$ cat src/rtl/spi_host_fifo.sv
// Host-side TX/RX byte FIFOs in front of an SPI core, with a sequencer that moves one
// byte at a time: load TX head, wait for the core to accept it, wait for the reply, read it back.
module spi_host_fifo #(
  parameter int DEPTH   = 8,
  parameter int AW      = 3,
  parameter int TIMEOUT = 255
) (
  input  logic       CLK,
  input  logic       CLR,
  input  logic       HOST_WR,
  input  logic [7:0] HOST_D,
  input  logic       HOST_RD,
  output logic [7:0] HOST_Q,
  output logic       TX_FULL,
  output logic       RX_EMPTY,
  output logic       OVF,
  output logic       ERR,
  output logic       SPI_WRITE,
  output logic       SPI_READ,
  output logic [7:0] SPI_DATA_O,
  input  logic [7:0] SPI_DATA_I,
  input  logic       SPI_TX_EMPTY,
  input  logic       SPI_RX_FULL,
  output logic [2:0] DBG_STATE
);
  localparam int TW = $clog2(TIMEOUT + 1);
  localparam logic [AW:0]   CNT_FULL = (AW + 1)'(DEPTH);
  localparam logic [AW:0]   CNT_ONE  = (AW + 1)'(1);
  localparam logic [AW:0]   CNT_ZERO = '0;
  localparam logic [AW-1:0] PTR_ONE  = AW'(1);
  localparam logic [TW-1:0] TMR_LAST = TW'(TIMEOUT - 1);
  localparam logic [TW-1:0] TMR_ONE  = TW'(1);

  typedef enum logic [2:0] {
    S_IDLE, S_LOAD, S_WAIT_ACK, S_WAIT_DONE, S_READ, S_CAPT
  } state_t;

  state_t          state_q, state_d;
  logic [7:0]      tx_mem_q [DEPTH];
  logic [7:0]      rx_mem_q [DEPTH];
  logic [AW-1:0]   tx_wp_q, tx_rp_q, rx_wp_q, rx_rp_q;
  logic [AW:0]     tx_cnt_q, tx_cnt_d, rx_cnt_q, rx_cnt_d;
  logic [TW-1:0]   tmr_q, tmr_d;
  logic [7:0]      data_o_q, host_q_q, host_q_d;
  logic            ovf_q, err_q;
  logic            tx_push, tx_pop, rx_push, rx_pop, err_set, load_next;
  logic            tx_full, tx_empty, rx_full, rx_empty;

  assign tx_full  = (tx_cnt_q == CNT_FULL);
  assign tx_empty = (tx_cnt_q == CNT_ZERO);
  assign rx_full  = (rx_cnt_q == CNT_FULL);
  assign rx_empty = (rx_cnt_q == CNT_ZERO);

  // A push into a full TX FIFO is still accepted when the sequencer pops in the same cycle.
  assign tx_push   = HOST_WR && (!tx_full || tx_pop);
  assign rx_pop    = HOST_RD && !rx_empty;
  assign load_next = (state_q == S_IDLE) && (state_d == S_LOAD);

  always_comb begin
    tx_cnt_d = tx_cnt_q;
    case ({tx_push, tx_pop})
      2'b10:   tx_cnt_d = tx_cnt_q + CNT_ONE;
      2'b01:   tx_cnt_d = tx_cnt_q - CNT_ONE;
      default: tx_cnt_d = tx_cnt_q;
    endcase
    rx_cnt_d = rx_cnt_q;
    case ({rx_push, rx_pop})
      2'b10:   rx_cnt_d = rx_cnt_q + CNT_ONE;
      2'b01:   rx_cnt_d = rx_cnt_q - CNT_ONE;
      default: rx_cnt_d = rx_cnt_q;
    endcase
  end

  // HOST_Q tracks the RX head: next entry on a pop, incoming byte when RX was (or becomes) empty.
  always_comb begin
    host_q_d = host_q_q;
    if (rx_pop) begin
      if (rx_cnt_q > CNT_ONE)  host_q_d = rx_mem_q[rx_rp_q + PTR_ONE];
      else if (rx_push)        host_q_d = SPI_DATA_I;
    end else if (rx_push && rx_empty) begin
      host_q_d = SPI_DATA_I;
    end
  end

  always_ff @(posedge CLK) begin
    if (tx_push) tx_mem_q[tx_wp_q] <= HOST_D;
    if (rx_push) rx_mem_q[rx_wp_q] <= SPI_DATA_I;
  end

  always_ff @(posedge CLK) begin
    if (CLR) begin
      tx_wp_q  <= '0;
      tx_rp_q  <= '0;
      tx_cnt_q <= '0;
      rx_wp_q  <= '0;
      rx_rp_q  <= '0;
      rx_cnt_q <= '0;
      host_q_q <= 8'h00;
      data_o_q <= 8'h00;
      ovf_q    <= 1'b0;
      err_q    <= 1'b0;
      tmr_q    <= '0;
    end else begin
      if (tx_push) tx_wp_q <= tx_wp_q + PTR_ONE;
      if (tx_pop)  tx_rp_q <= tx_rp_q + PTR_ONE;
      if (rx_push) rx_wp_q <= rx_wp_q + PTR_ONE;
      if (rx_pop)  rx_rp_q <= rx_rp_q + PTR_ONE;
      tx_cnt_q <= tx_cnt_d;
      rx_cnt_q <= rx_cnt_d;
      host_q_q <= host_q_d;
      if (load_next)               data_o_q <= tx_mem_q[tx_rp_q];
      if (HOST_WR && !tx_push)     ovf_q    <= 1'b1;
      if (err_set)                 err_q    <= 1'b1;
      tmr_q <= tmr_d;
    end
  end

  always_ff @(posedge CLK) begin
    if (CLR) state_q <= S_IDLE;
    else     state_q <= state_d;
  end

  always_comb begin
    state_d = state_q;
    case (state_q)
      S_IDLE:      if (!tx_empty && SPI_TX_EMPTY) state_d = S_LOAD;
      S_LOAD:      state_d = S_WAIT_ACK;
      S_WAIT_ACK:  if (!SPI_TX_EMPTY)          state_d = S_WAIT_DONE;
                   else if (tmr_q == TMR_LAST) state_d = S_IDLE;
      S_WAIT_DONE: if (SPI_RX_FULL) begin
                     if (!rx_full) state_d = S_READ;
                   end else if (tmr_q == TMR_LAST) begin
                     state_d = S_IDLE;
                   end
      S_READ:      state_d = S_CAPT;
      S_CAPT:      state_d = S_IDLE;
      default:     state_d = S_IDLE;
    endcase
  end

  // Timer restarts on every state change and is frozen while a reply waits on a full RX FIFO.
  always_comb begin
    SPI_WRITE = (state_q == S_LOAD);
    SPI_READ  = (state_q == S_READ);
    tx_pop    = (state_q == S_LOAD);
    rx_push   = (state_q == S_CAPT);
    err_set   = (tmr_q == TMR_LAST) &&
                (((state_q == S_WAIT_ACK) && SPI_TX_EMPTY) ||
                 ((state_q == S_WAIT_DONE) && !SPI_RX_FULL));
    tmr_d     = tmr_q;
    if (state_d != state_q)
      tmr_d = '0;
    else if ((state_q == S_WAIT_ACK) || ((state_q == S_WAIT_DONE) && !SPI_RX_FULL))
      tmr_d = tmr_q + TMR_ONE;
  end

  assign HOST_Q     = host_q_q;
  assign TX_FULL    = tx_full;
  assign RX_EMPTY   = rx_empty;
  assign OVF        = ovf_q;
  assign ERR        = err_q;
  assign SPI_DATA_O = data_o_q;
  assign DBG_STATE  = state_q;

endmodule
$ cat config.mk
export PLATFORM = sky130hd
export DESIGN_NAME = spi_host_fifo
export DESIGN_NICKNAME = d
export VERILOG_FILES = /design/src/rtl/spi_host_fifo.sv
export SDC_FILE = /design/constraint.sdc
export NUM_CORES = 1
export LEC_CHECK = 0
export BUFFER_PORTS_ARGS = -buffer_cell sky130_fd_sc_hd__buf_4
export CELL_PAD_IN_SITES_DETAIL_PLACEMENT = 1
export CELL_PAD_IN_SITES_GLOBAL_PLACEMENT = 2
export CORE_ASPECT_RATIO = 0.6
export CORE_MARGIN = 2
export CORE_UTILIZATION = 30
export CTS_BUF_LIST = sky130_fd_sc_hd__clkbuf_16
export DETAILED_ROUTE_END_ITERATION = 10
export HOLD_SLACK_MARGIN = 0.03
export PLACE_DENSITY = 0.61
export SLEW_MARGIN = 20
export SYNTH_ARGS = -nofsm -noshare
export SYNTH_HDL_FRONTEND = slang
export SYNTH_SLANG_ARGS = --single-unit
$ cat constraint.sdc
create_clock -name CLK -period 2.98 [get_ports CLK]
set_input_delay 0.894 -clock CLK [delete_from_list [all_inputs] [get_ports CLK]]
set_output_delay 0.894 -clock CLK [all_outputs]
set_load 0.01 [all_outputs]
== Word-level counts from Yosys, hierarchy flattened ==
Memories as Yosys holds them, arrays and structs flattened. A register that Yosys moved wholly into a read port is not among the register bits.
Cells that the tools add are included.
Widths: inputs -> output; s select.

* Register bits: 41
* Memory bits (writable): 128
* Input port bits: 22
* Output and inout bits: 25
* Logic and storage cells: 79
* Memories: 2

{| class="wikitable"
|+ Memory list
! memory !! words !! bits a word !! rd ports !! clocked after Yosys merged registers in !! write ports !! line !! text
|-
| rx_mem_q || 8 || 8 || 1 || 0 || 1 || 40 || <nowiki>logic [7:0] rx_mem_q [DEPTH];</nowiki>
|-
| tx_mem_q || 8 || 8 || 1 || 1 || 1 || 39 || <nowiki>logic [7:0] tx_mem_q [DEPTH];</nowiki>
|}

* $add $sub $neg: 9
* $lt $le $gt $ge: 1
* Eq/ne operators: 15
* Muxes and demuxes: 16
* Reductions and logical operators: 25

{| class="wikitable"
|+ Operators by type and width
! kind !! number
|-
| $mux 8 || 4
|-
| $pmux 4 s2 || 2
|-
| $mux 3 || 5
|-
| $pmux 3 s5 || 1
|-
| $add 3x1->3 const B || 4
|-
| $logic_and 1x1->1 || 9
|-
| $add 4x1->4 const B || 2
|-
| $add 8x1->8 const B || 1
|-
| $eq 4x4->1 const B || 2
|-
| $eq 8x8->1 const B || 1
|-
| $logic_not 4->1 || 2
|-
| $sub 4x1->4 const B || 2
|-
| $eq 3x1->1 const B || 2
|-
| $eq 3x2->1 const B || 2
|-
| $eq 3x3->1 const B || 2
|-
| $reduce_bool 2->1 || 3
|-
| $logic_not 1->1 || 5
|-
| $eq 2x1->1 const B || 2
|-
| $eq 2x2->1 const B || 2
|-
| $gt 4x1->1 const B || 1
|-
| $mux 1 || 4
|-
| $logic_not 3->1 || 1
|-
| $logic_or 1x1->1 || 3
|-
| $ne 3x2->1 const B || 1
|-
| 3 further kinds || 3
|}

== Longest topological paths before layout ==
Gate-level depths: netlist of run 1.

* Depth after elaboration: 7
* Depth in mapped cells: 11
* Gate-level depth less buffers: 10

== Worst setup path before layout of run 1 ==
OpenSTA, ideal clock, no wires.

* Path type: reg2reg
* Start: register rx_cnt_q[0]
* End: register host_q_q[0], in the netlist HOST_Q[0]
* Library setup time: 0.130 ns
* Data arrival time: 2.379 ns
* Setup slack: 0.471 ns
* Cell stages (with the launch flop): 12
* Period minus slack after synthesis: 2.509 ns
* Path through: dfxtp_1 inv_1 ha_1 or3b_4 nand2_1 inv_1 ha_1 o21ai_0 nor3_1 or4b_1 buf_4 o221ai_2

* Cells in the longest elaborated chain, start to end: 5

{| class="wikitable"
|+ RTL lines
! item !! line !! text
|-
| from (decl) || 42 || <nowiki>logic [AW:0] tx_cnt_q, tx_cnt_d, rx_cnt_q, rx_cnt_d;</nowiki>
|-
| from (signal assigned) || 109 || <nowiki>rx_cnt_q <= rx_cnt_d;</nowiki>
|-
| $logic_not 4->1 (*) || 52 || <nowiki>assign rx_empty = (rx_cnt_q == CNT_ZERO);</nowiki>
|-
| $logic_not 1->1 (*) || 56 || <nowiki>assign rx_pop = HOST_RD && !rx_empty;</nowiki>
|-
| $logic_and 1x1->1 (*) || 56 ||
|-
| net rx_pop || 46 || <nowiki>logic tx_push, tx_pop, rx_push, rx_pop, err_set, load_next;</nowiki>
|-
| $ne 3x2->1 (no source line) or $reduce_bool 2->1 (tied branches) || - ||
|-
| $reduce_and 2->1 (no source line) || - ||
|-
| to (signal assigned) || 110 || <nowiki>host_q_q <= host_q_d;</nowiki>
|-
| to (decl) || 44 || <nowiki>logic [7:0] data_o_q, host_q_q, host_q_d;</nowiki>
|}

Mark *: on every way through the listed nets, which the timed path passes. The rest lies on a longest branch.
A chain may end at the register's enable or synchronous reset.

== Worst setup path in the final report of run 1 ==
* Start: register rx_cnt_q[1]
* End: register host_q_q[3], in the netlist HOST_Q[3]

Same word-level chain as after synthesis.

==> reports/qor.log, run 1 <==
[logic_synthesis] fraction of the mapped netlist area in compound gates 0.06798
[place] pre-CTS WS 0.1098 ns
[setup_path] crit path max-delay cell type sky130_fd_sc_hd__or4b_4
[timing] worst relative slew slack 0.3240
[grt] via count of the first global-routing pass 4552
[timing] minimum clock period after layout 2.678 ns
[logic_synthesis] syn avg cell area 15.24 um2
[grt] gr ovfl total 0
[min_path] HP Start ERR
[timing] setup tns final 0 ns
[clocking] number of buffers inserted by hold repair at cts 0
[grt] aggregate global-route resource usage 0.1484
[setup_path] slowest cell delay on critical path 0.62 ns
[grt] largest net degree at the start of global routing 36
[logic_synthesis] main combinational cell family by area after synthesis multiplexers
[setup_path] internal reg-to-reg setup slack 0.30 ns
[logic_synthesis] Top FF cell, synth sky130_fd_sc_hd__edfxtp_1
[logic_synthesis] share of synthesized registers carrying an async set or reset 0
[setup_path] critical path's top delay family simple AND/OR/NAND/NOR gates
[setup_path] worst-path cell chain inv_1, ha_1, or3b_4, nand2_1, inv_1, ha_1, o21ai_0, nor3_1, or4b_4, o221ai_2
[power] leakage power 2.970 nW
[finish] layout cells sized above 1 0.2718
[min_path] hold endpoint ERR
[drt] DR vias/cell 4.901
[power] Cell Pwr Density 762.4 nW/um2
[drt] DRC viols 0
[grt] number of antenna violations at the first check in global routing 0
[drt] detailed-routed wire length on met2 7.787 mm
[place] gpl congestion 0.7344
[timing] Max Clock Freq 373.4 MHz
[setup_path] worst setup path class reg2reg
[drt] average wire length per cell after detail routing 20.39 um
[setup_path] Critical Path Source Type register
[floorplan] top-level port count 47
[clocking] clock network latency to the later pin of the worst-skew pair 0.45 ns
[drt] DR top layer met4
[drt] antenna-violating nets left 0
[power] worst IR drop on VDD 0.3841 mV
[logic_synthesis] sequential cell area fraction in the yosys report 0.6553
[finish] post-synthesis to final-layout area growth 19.20%
[setup_path] worst reg-to-reg path cell count 10
[logic_synthesis] share of synthesized area spent on multiplexers 0.1271
[floorplan] horizontal die dimension 206.2 um
[logic_synthesis] adder-cell area share of the yosys netlist 0.02481
[setup_path] largest driver fanout on the critical path 8
[min_path] Worst Hold Class reg2reg
[clocking] number of buffers added by the clock tree synthesis step 17
[logic_synthesis] gate count after technology mapping 483
[logic_synthesis] Yosys warning count 0
[finish] number of nets in the finished design 587
[timing] number of max-slew violations in the final report 0
[timing] Period Utilization, post-route 0.8988
[drt] total wirelength of the detailed-routed design 18.04 mm
[drt] initial drt markers 244
[place] input/output buffers 46
[place] HPWL reported at the end of detailed placement 12.18 mm
[logic_synthesis] count of different cell masters after synthesis 55
[logic_synthesis] synthesized flop and latch total 177
[clocking] clock-pin slew on the worst setup and hold paths 0.07 ns
[floorplan] Die Height 125.3 um
[logic_synthesis] post-synthesis simple-gate area fraction 0.08039
[floorplan] starting density of the core 0.3046
[finish] commonest non-fill, non-tap cells in the layout 128 x sky130_fd_sc_hd__edfxtp_1, 73 x sky130_fd_sc_hd__buf_4, 49 x sky130_fd_sc_hd__dfxtp_1
[drt] Routed met1 length 9.259 mm
[setup_path] CP Buf/Inv Count 2
[place] Placed Area 8210 um2
[drt] drt first pass iters 4
[setup_path] terminus of the critical flop-to-flop path HOST_Q[3]
[setup_path] Worst setup EP type register
[finish] most common cell after layout, fill and taps aside sky130_fd_sc_hd__edfxtp_1
[logic_synthesis] Post-Synthesis Net Count 519
[clocking] Bufs on Longest Clock Path 2
[drt] total vias in the final route 4337
[timing] unrepaired setup endpoints after global routing no
[timing] setup ws final 0.3017 ns
[clocking] H-tree levels 4
[logic_synthesis] number of flops mapped to enable cells by yosys 128
[grt] wire length of the first global-routing pass 27.63 mm
[timing] worst clock skew on the final layout 0.01548 ns
[min_path] hold path cells 1
[drt] met3 wirelength from detailed routing 798 um
[setup_path] arrival time at the worst endpoint 3.05 ns
[clocking] CTS sink cnt 177
[floorplan] Std-Cell Core Area 24170 um2
[timing] final setup fails 0
[finish] summed area of non-filler cells in the final layout 8776 um2
[finish] non-filler cells, final 885
[logic_synthesis] parity-gate share of the synthesized area counting xor and xnor cells 0.01903
[floorplan] number of standard-cell rows in the floorplan 44
[job] max-capacitance violation count 0
[clocking] master cell of the clock root buffer sky130_fd_sc_hd__clkbuf_16
[clocking] clock tree from TritonCTS done
[timing] final number of hold-violating endpoints 0
[run_status] outcome finished clean
[setup_path] Reg-to-Reg Start rx_cnt_q[1]
[place] total placed cells including tap cells 854
[setup_path] data required time of the critical path 3.35 ns
[logic_synthesis] mapped cell area 7362 um2
[timing] Worst-Margin Slew 1.008 ns
[finish] antenna cells 0
[floorplan] area of the die 25850 um2
==> Yosys cell counts, drive strengths merged (2+ instances only) <==
cell type  instances  area share
a2111oi            2      0.0024
a211oi            11       0.011
a21oi             12      0.0082
and2               4      0.0034
and3               2      0.0017
and3b              2      0.0024
buf                8      0.0058
clkbuf            16      0.0082
clkinv             2      0.0012
dfxtp             49        0.13
edfxtp           128        0.52
ha                13       0.022
inv               20       0.010
mux2i             20       0.028
mux4              32       0.098
nand2             17      0.0087
nand2b             6      0.0051
nand3              5      0.0034
nand3b             4      0.0041
nand4              7      0.0059
nor2              35       0.018
nor2b              3      0.0025
nor3              14      0.0095
o211ai            11       0.011
o21a               2      0.0020
o21ai              9      0.0061
o221ai             8       0.016
or3                3      0.0025
or3b               3      0.0039
or4b               3      0.0041
xnor2              4      0.0048
xor2              12       0.014
==> metal layers <==
layer / global-route usage / vias up
met3: 0.04301 / 18
li1: - / 2005
met5: 0 / -
met1: 0.2171 / 2251
met2: 0.2118 / 63
met4: 0.04496 / 0
==> cell families after synthesis <==
| logic type | Yosys count |
|---|---|
| AOI/OAI and AO/OA | 64 |
| adders and majority gates | 14 |
| DFF | 177 |
| muxes | 53 |
| and+or+nand+nor | 113 |
| xor gates and xnor gates | 16 |
| buffers and inverters | 46 |
==> area by class of cell <==
class / count / area (um2)
fillers: 2458 / 15390
flip-flops and latches: 177 / 4825
multi-input cells: 260 / 2359
repair buffers: 73 / 548.0
clock buffers: 17 / 425.4
well taps: 322 / 402.9
clock inverters: 14 / 132.6
inverters: 22 / 83.83
==> how the worst max path moves through the flow <==
| stage | from | to | slack, ns | cells past startpoint |
|---|---|---|---|---|
| floorplan | rx_cnt_q[0] | HOST_Q[0] | 0.47 | 11 |
| global placement | HOST_WR | tx_cnt_q[3] | 0.27 | 8 |
| detailed placement | rx_cnt_q[1] | HOST_Q[3] | 0.11 | 10 |
| CTS | rx_cnt_q[1] | HOST_Q[3] | 0.1 | 10 |
| global route | DBG_STATE[2] | tx_cnt_q[3] | 0.12 | 9 |
| finish | rx_cnt_q[1] | HOST_Q[3] | 0.30 | 10 |
==> state kept, by name (all words and copies together) (netlist names), 4 cells and up <==
| name | cells |
|---|---|
| rx_cnt_q | 4 |
| HOST_Q | 8 |
| SPI_DATA_O | 8 |
| tx_mem_q | 64 |
| tmr_q | 8 |
| rx_mem_q | 64 |
| tx_cnt_q | 4 |
==> worst register-to-register path, delay by kind of cell (launching register included) <==
| kind | cells | cell delay (ns) |
|---|---|---|
| and+or+nand+nor | 4 | 1.29 |
| adders and majority gates | 2 | 0.48 |
| DFF | 1 | 0.35 |
| AOI/OAI and AO/OA | 2 | 0.30 |
| buffers and inverters | 2 | 0.20 |
==> power by group <==
part / internal, W / switching (W) / leakage (nW)
clock network: 0.00116 / 0.00101 / 0.271
logic: 0.000726 / 0.000872 / 1.14
registers: 0.00280 / 0.000125 / 1.55
==> what timing repair did <==
action,4_1_cts,5_1_grt
gates resized for setup,0,2
endpoints found under the setup margin,0,8
buffers inserted,0,0
==> metrics by stage <==
step	power [W]	utilization	hold slack (ns)
finish	0.006691	0.3631	0.4857
global route	0.007031	0.3631	0.5218
CTS	0.006780	0.3628	0.4929
detailed placement	0.004590	0.3397	0.4708
global placement	0.004546	0.3397	0.4532
floorplan	0.004009	-	0.4400
No activity file was read; power rests on OpenSTA's default activity.
==> inputs of run 2 (changes only) <==
CELL_PAD_IN_SITES_DETAIL_PLACEMENT = unset   (was 1)
CELL_PAD_IN_SITES_GLOBAL_PLACEMENT = unset   (was 2)
PLACE_DENSITY = 0.49   (was 0.61)
==> run 2 against run 1 <==
Compared with the run above: sequential power hardly changed; largest cell class unchanged; critical path depth did not move; cell count fell by 0.11%; wire length is 9.8% lower; design area is 0.87% higher; sequential share of layout area shrank 0.47 points; first-iteration DRC count is 5.7% higher; clock skew shrank 0.0016 ns.
==> reports/qor.log, run 2 (synthesis results as in run 1) <==
[run_status] outcome finished clean
[power] Cell Pwr Density 778.4 nW/um2
[drt] total wirelength of the detailed-routed design 16.27 mm
[drt] drt first pass iters 4
[clocking] H-tree levels 4
[drt] DR top layer met4
[floorplan] horizontal die dimension 206.2 um
[grt] aggregate global-route resource usage 0.1326
[floorplan] area of the die 25850 um2
[finish] Regs by FF count rx_mem_q x64, tx_mem_q x64
[timing] Worst-Margin Slew 1.012 ns
[setup_path] capture point of the critical path HOST_Q[4]
[clocking] clock-pin slew on the worst setup and hold paths 0.08 ns
[place] HPWL reported at the end of detailed placement 11.06 mm
[grt] number of antenna violations at the first check in global routing 0
[setup_path] beginning of the critical path rx_cnt_q[1]
[grt] wire length of the first global-routing pass 25.14 mm
[floorplan] Die Height 125.3 um
[setup_path] Reg-to-Reg Start rx_cnt_q[1]
[floorplan] Std-Cell Core Area 24170 um2
[finish] final-layout fill cell count 2271
[timing] Max Clock Freq 351.6 MHz
[clocking] post-CTS setup buffers 0
[timing] Period Utilization, post-route 0.9545
[place] input/output buffers 46
[grt] gr ovfl total 0
[floorplan] number of standard-cell rows in the floorplan 44
[setup_path] worst reg-to-reg path cell count 10
[job] max-capacitance violation count 0
[timing] minimum clock period after layout 2.844 ns
[finish] antenna cells 0
[finish] number of nets in the finished design 585
[clocking] Bufs on Longest Clock Path 2
[timing] number of max-slew violations in the final report 0
[drt] initial drt markers 258
[power] total power 0.006891 W
[place] gpl congestion 0.7298
[grt] via count of the first global-routing pass 4284
[finish] commonest non-fill, non-tap cells in the layout 128 x sky130_fd_sc_hd__edfxtp_1, 71 x sky130_fd_sc_hd__buf_4, 49 x sky130_fd_sc_hd__dfxtp_1
[timing] setup ws final 0.1357 ns
[drt] DR vias/cell 4.783
[drt] total vias in the final route 4228
[drt] antenna-violating nets left 0
[setup_path] terminus of the critical flop-to-flop path HOST_Q[4]
[min_path] Worst Hold Class reg2reg
[setup_path] Worst setup EP type register
[drt] Routed met1 length 8.591 mm
[power] leakage power 3.002 nW
[timing] unrepaired setup endpoints after global routing no
[drt] detailed-routed wire length on met2 6.972 mm
[clocking] CTS sink cnt 177
[place] pre-CTS WS -0.2090 ns
[clocking] clock network latency to the later pin of the worst-skew pair 0.43 ns
[drt] average wire length per cell after detail routing 18.40 um
[setup_path] data required time of the critical path 3.34 ns
[finish] most common cell after layout, fill and taps aside sky130_fd_sc_hd__edfxtp_1
[drt] met3 wirelength from detailed routing 570 um
[timing] final setup fails 0
[setup_path] Critical Path Source Type register
[floorplan] top-level port count 47
[setup_path] arrival time at the worst endpoint 3.20 ns
[setup_path] largest driver fanout on the critical path 10
[power] worst IR drop on VDD 0.3561 mV
[floorplan] starting density of the core 0.3046
[drt] DRC viols 0
[setup_path] internal reg-to-reg setup slack 0.14 ns
[timing] final number of hold-violating endpoints 0
[timing] minimum hold slack 0.4694 ns
[clocking] clock tree from TritonCTS done
[clocking] master cell of the clock root buffer sky130_fd_sc_hd__clkbuf_16
[timing] worst clock skew on the final layout 0.01391 ns
[finish] layout cells sized above 1 0.2740
[finish] post-synthesis to final-layout area growth 20.24%
[setup_path] worst setup path class reg2reg
[timing] worst relative slew slack 0.3216
[grt] largest net degree at the start of global routing 23
[clocking] number of buffers added by the clock tree synthesis step 17
[run 2: cell type report]
type | instances | area, um2 | share of cell area
Timing Repair Buffer | 71 | 533.0 | 0.06021
Clock buffer | 17 | 425.4 | 0.04806
Inverter | 22 | 83.83 | 0.009470
Tap cell | 322 | 402.9 | 0.04551
Sequential cell | 177 | 4825 | 0.5450
Clock inverter | 15 | 214.0 | 0.02417
Multi-Input combinational cell | 260 | 2369 | 0.2676
[run 2: worst min-delay path by stage]
stage               startpoint          to  slack, ns  depth (start not counted)
CTS                 rx_rp_q[1]  rx_rp_q[1]       0.47                          2
global placement           ERR         ERR       0.46                          1
global route        rx_rp_q[1]  rx_rp_q[1]       0.50                          2
floorplan           rx_rp_q[1]  rx_rp_q[1]       0.44                          2
detailed placement  rx_rp_q[1]  rx_rp_q[1]       0.46                          2
finish              rx_rp_q[1]  rx_rp_q[1]       0.47                          2
[run 2: metal layers]
metal  GRT usage  vias to the layer above
li1            -                     2002
met1      0.2036                     2160
met2      0.1806                       57
met3     0.03415                        9
met4     0.04160                        0
met5           0                        -
[run 2: worst max-delay path, stage by stage (launching register included)]
cell                       delay (ns)
sky130_fd_sc_hd__dfxtp_1         0.34
sky130_fd_sc_hd__inv_1           0.13
sky130_fd_sc_hd__ha_1            0.22
sky130_fd_sc_hd__or3b_4          0.42
sky130_fd_sc_hd__nand2_1         0.14
sky130_fd_sc_hd__inv_1           0.06
sky130_fd_sc_hd__ha_1            0.20
sky130_fd_sc_hd__o21ai_0         0.14
sky130_fd_sc_hd__nor3_4          0.13
sky130_fd_sc_hd__or4b_1          0.73
sky130_fd_sc_hd__o221ai_2        0.24
[run 2: where the power goes]
group,internal (W),switching [W]
Sequential,0.00280,0.000142
Combinational,0.000712,0.000815
Clock,0.00137,0.00106
Total,0.00488,0.00201
[run 2: stage by stage]
stage               instances  TNS (ns)  cell area, um2  utilization
floorplan                 483         0            7362            -
global placement          852         0            8195       0.3391
detailed placement        852    -1.552            8195       0.3391
CTS                       884         0            8840       0.3658
global route              884         0            8852       0.3663
finish                    884         0            8852       0.3663
[run 2: repair_timing]
action | in CTS | in global routing
endpoints found under the setup margin | 8 | 7
gates resized for setup | 1 | 2
hold buffers | 0 | 0
==> inputs of run 3 (changes only) <==
ABC_AREA = 1   (was unset)
MAX_ROUTING_LAYER = met4   (was unset)
==> run 3 against run 2 <==
Compared with the run above: utilization about the same; sequential cell count stayed put; combinational power is 15% lower; synthesized cell count grew 51%; via count grew 22%; highest routed layer unchanged.
==> reports/qor.log, run 3 <==
[grt] aggregate global-route resource usage 0.1466
[run_status] outcome finished clean
[timing] setup tns final 0 ns
[floorplan] number of standard-cell rows in the floorplan 44
[clocking] Bufs on Longest Clock Path 2
[power] Cell Pwr Density 720.1 nW/um2
[setup_path] worst reg-to-reg path cell count 5
[grt] largest net degree at the start of global routing 35
[place] Placed Area 8327 um2
[finish] Regs by FF count rx_mem_q x64, tx_mem_q x64
[logic_synthesis] syn avg cell area 10.25 um2
[power] switching share of power 0.3012
[logic_synthesis] synthesized flop and latch total 177
[finish] final-layout fill cell count 2410
[setup_path] CP Buf/Inv Count 4
[drt] DR vias/cell 4.571
[setup_path] worst-path cell chain inv_1, nand2_2, inv_1, nand2_1, inv_1, buf_4
[logic_synthesis] Top FF cell, synth sky130_fd_sc_hd__edfxtp_1
[setup_path] slowest cell delay on critical path 0.59 ns
[floorplan] Die Height 126.4 um
[drt] total wirelength of the detailed-routed design 17.66 mm
[min_path] hold path cells 2
[grt] gr ovfl total 0
[grt] number of antenna violations at the first check in global routing 0
[floorplan] area of the die 26300 um2
[drt] initial drt markers 370
[logic_synthesis] gate count after technology mapping 731
[place] gpl congestion 0.8061
[finish] commonest non-fill, non-tap cells in the layout 128 x sky130_fd_sc_hd__nand2_1, 128 x sky130_fd_sc_hd__edfxtp_1, 108 x sky130_fd_sc_hd__nor2_1
[setup_path] CP dominant cell by count sky130_fd_sc_hd__inv_1
[clocking] H-tree levels 4
[clocking] master cell of the clock root buffer sky130_fd_sc_hd__clkbuf_16
[power] Internal Dissipation 0.004480 W
[setup_path] Critical Path Source Type register
[logic_synthesis] mapped cell area 7495 um2
[clocking] CTS sink cnt 177
[setup_path] Worst setup EP type primary output
[finish] number of nets in the finished design 831
[place] HPWL reported at the end of detailed placement 12.04 mm
[timing] final number of hold-violating endpoints 0
[drt] antenna-violating nets left 0
[clocking] clock network latency to the later pin of the worst-skew pair 0.43 ns
[finish] layout cells sized above 1 0.1524
[setup_path] critical path's top delay family flip-flops
[power] total power 0.006411 W
[power] worst IR drop on VDD 0.3396 mV
[logic_synthesis] number of flops mapped to enable cells by yosys 128
[floorplan] starting density of the core 0.3080
[clocking] clock-pin slew on the worst setup and hold paths 0.07 ns
[timing] minimum clock period after layout 2.600 ns
[power] part of the total power dissipated in sequential elements 0.451
[timing] setup ws final 0.3796 ns
[clocking] number of buffers inserted by hold repair at cts 0
[setup_path] internal reg-to-reg setup slack 0.43 ns
[logic_synthesis] biggest area contributors in the synthesized netlist sky130_fd_sc_hd__edfxtp_1 51%, sky130_fd_sc_hd__dfxtp_1 13%, sky130_fd_sc_hd__nand2_1 6.4%
[finish] area of the multi-input gates 2328 um2
[min_path] HP Start OVF
[clocking] post-cts gate resize count 0
[place] input/output buffers 46
[drt] DRC viols 0
[setup_path] terminus of the critical flop-to-flop path HOST_Q[0]
[setup_path] data required time of the critical path 2.09 ns
[timing] Worst-Margin Slew 0.9676 ns
[clocking] clock tree from TritonCTS done
[timing] unrepaired setup endpoints after global routing no
[clocking] number of buffers added by the clock tree synthesis step 17
[timing] worst relative slew slack 0.3509
[timing] worst clock skew on the final layout 0.009906 ns
[finish] summed area of non-filler cells in the final layout 8904 um2
[timing] number of max-slew violations in the final report 0
[min_path] hold endpoint OVF
[clocking] post-CTS setup buffers 0
[timing] Period Utilization, post-route 0.8726
[setup_path] worst setup path class reg2out
[setup_path] largest driver fanout on the critical path 8
[floorplan] Std-Cell Core Area 24330 um2
[power] logic gate share of total power 0.203
[logic_synthesis] area leader, netlist sky130_fd_sc_hd__edfxtp_1
[power] leakage power 3.323 nW
[setup_path] Reg-to-Reg Start rx_rp_q[0]
[floorplan] horizontal die dimension 208.1 um
[grt] wire length of the first global-routing pass 28.50 mm
[power] part of the total power dissipated in the clock network 0.345
[logic_synthesis] sequential cell area fraction in the yosys report 0.6437
[place] pre-CTS WS 0.4849 ns
[logic_synthesis] top cells by instance count after synthesis 128 x sky130_fd_sc_hd__edfxtp_1, 128 x sky130_fd_sc_hd__nand2_1, 108 x sky130_fd_sc_hd__nor2_1
[setup_path] arrival time at the worst endpoint 1.71 ns
[drt] average wire length per cell after detail routing 15.64 um
[finish] post-synthesis to final-layout area growth 18.80%
[drt] total vias in the final route 5161
[logic_synthesis] share of synthesized registers carrying an async set or reset 0
[timing] Max Clock Freq 384.6 MHz
[drt] drt first pass iters 5
[min_path] Worst Hold Class reg2reg
[setup_path] crit path max-delay cell type sky130_fd_sc_hd__dfxtp_1
[timing] minimum hold slack 0.4568 ns
[grt] via count of the first global-routing pass 5020
[timing] final setup fails 0
[logic_synthesis] Yosys warning count 0
[job] max-capacitance violation count 0
[logic_synthesis] Post-Synthesis Net Count 767
[finish] storage element area 4825 um2
[power] switching power 0.001931 W
[floorplan] top-level port count 47
[logic_synthesis] Synth top area share 0.5129
[finish] antenna cells 0
[logic_synthesis] count of different cell masters after synthesis 35
==> run 3: area by class of cell <==
cell class              count  share of cell area
clock buffers              17             0.04778
repair buffers             72             0.06211
clock inverters            14             0.01700
multi-input cells         469              0.2615
well taps                 322             0.04525
flip-flops and latches    177              0.5419
inverters                  58             0.02445
==> run 3: cell families after synthesis <==
| group | after synthesis | synth area share |
|---|---|---|
| DFF | 177 | 0.6437 |
| and+or+nand+nor | 315 | 0.1811 |
| adders and majority gates | 14 | 0.02437 |
| xor gates and xnor gates | 9 | 0.01052 |
| buffers and inverters | 85 | 0.04557 |
| AOI/OAI and AO/OA | 131 | 0.09466 |
==> run 3: power by group through the flow <==
| stage | registers [W] | clock network [W] | logic (W) |
|---|---|---|---|
| final | 0.00289 | 0.00221 | 0.00130 |
| after floorplan | 0.00292 | 0 | 0.000855 |
| after detailed placement | 0.00295 | 0 | 0.00132 |
| after global placement | 0.00295 | 0 | 0.00132 |
| after global routing | 0.00291 | 0.00238 | 0.00151 |
| after CTS | 0.00289 | 0.00228 | 0.00132 |
==> run 3: worst reg2reg max path: stages (launching register included) <==
cell and delay (ns):
sky130_fd_sc_hd__dfxtp_1 0.60, sky130_fd_sc_hd__clkinv_1 0.90, sky130_fd_sc_hd__o21ai_0 0.48, sky130_fd_sc_hd__o21ai_0 0.19, sky130_fd_sc_hd__o211ai_1 0.19, sky130_fd_sc_hd__a21oi_1 0.08
==> run 3: metal layers <==
layer / vias to the layer above / share of wire / global-route usage
met5: - / 0 / -
met4: 0 / 0.0078 / 0.04506
met3: 12 / 0.049 / 0.03417
met2: 113 / 0.39 / 0.1894
met1: 2399 / 0.56 / 0.2224
li1: 2637 / - / -
==> run 3: worst max path at each step <==
stage	endpoint	depth (start not counted)	slack [ns]	start
2_1_floorplan	HOST_Q[5]	9	0.95	HOST_RD
3_3_place_gp	HOST_Q[2]	9	0.54	HOST_RD
3_5_place_dp	HOST_Q[5]	9	0.48	HOST_RD
4_1_cts	SPI_READ	6	0.36	DBG_STATE[0]
5_1_grt	HOST_Q[0]	5	0.13	rx_rp_q[0]
6_report	SPI_READ	6	0.38	DBG_STATE[0]
==> run 3: per-stage QoR <==
stage / instances / utilization
floorplan: 731 / -
global placement: 1098 / 0.3422
detailed placement: 1098 / 0.3422
CTS: 1129 / 0.3659
global route: 1129 / 0.3659
finish: 1129 / 0.3659
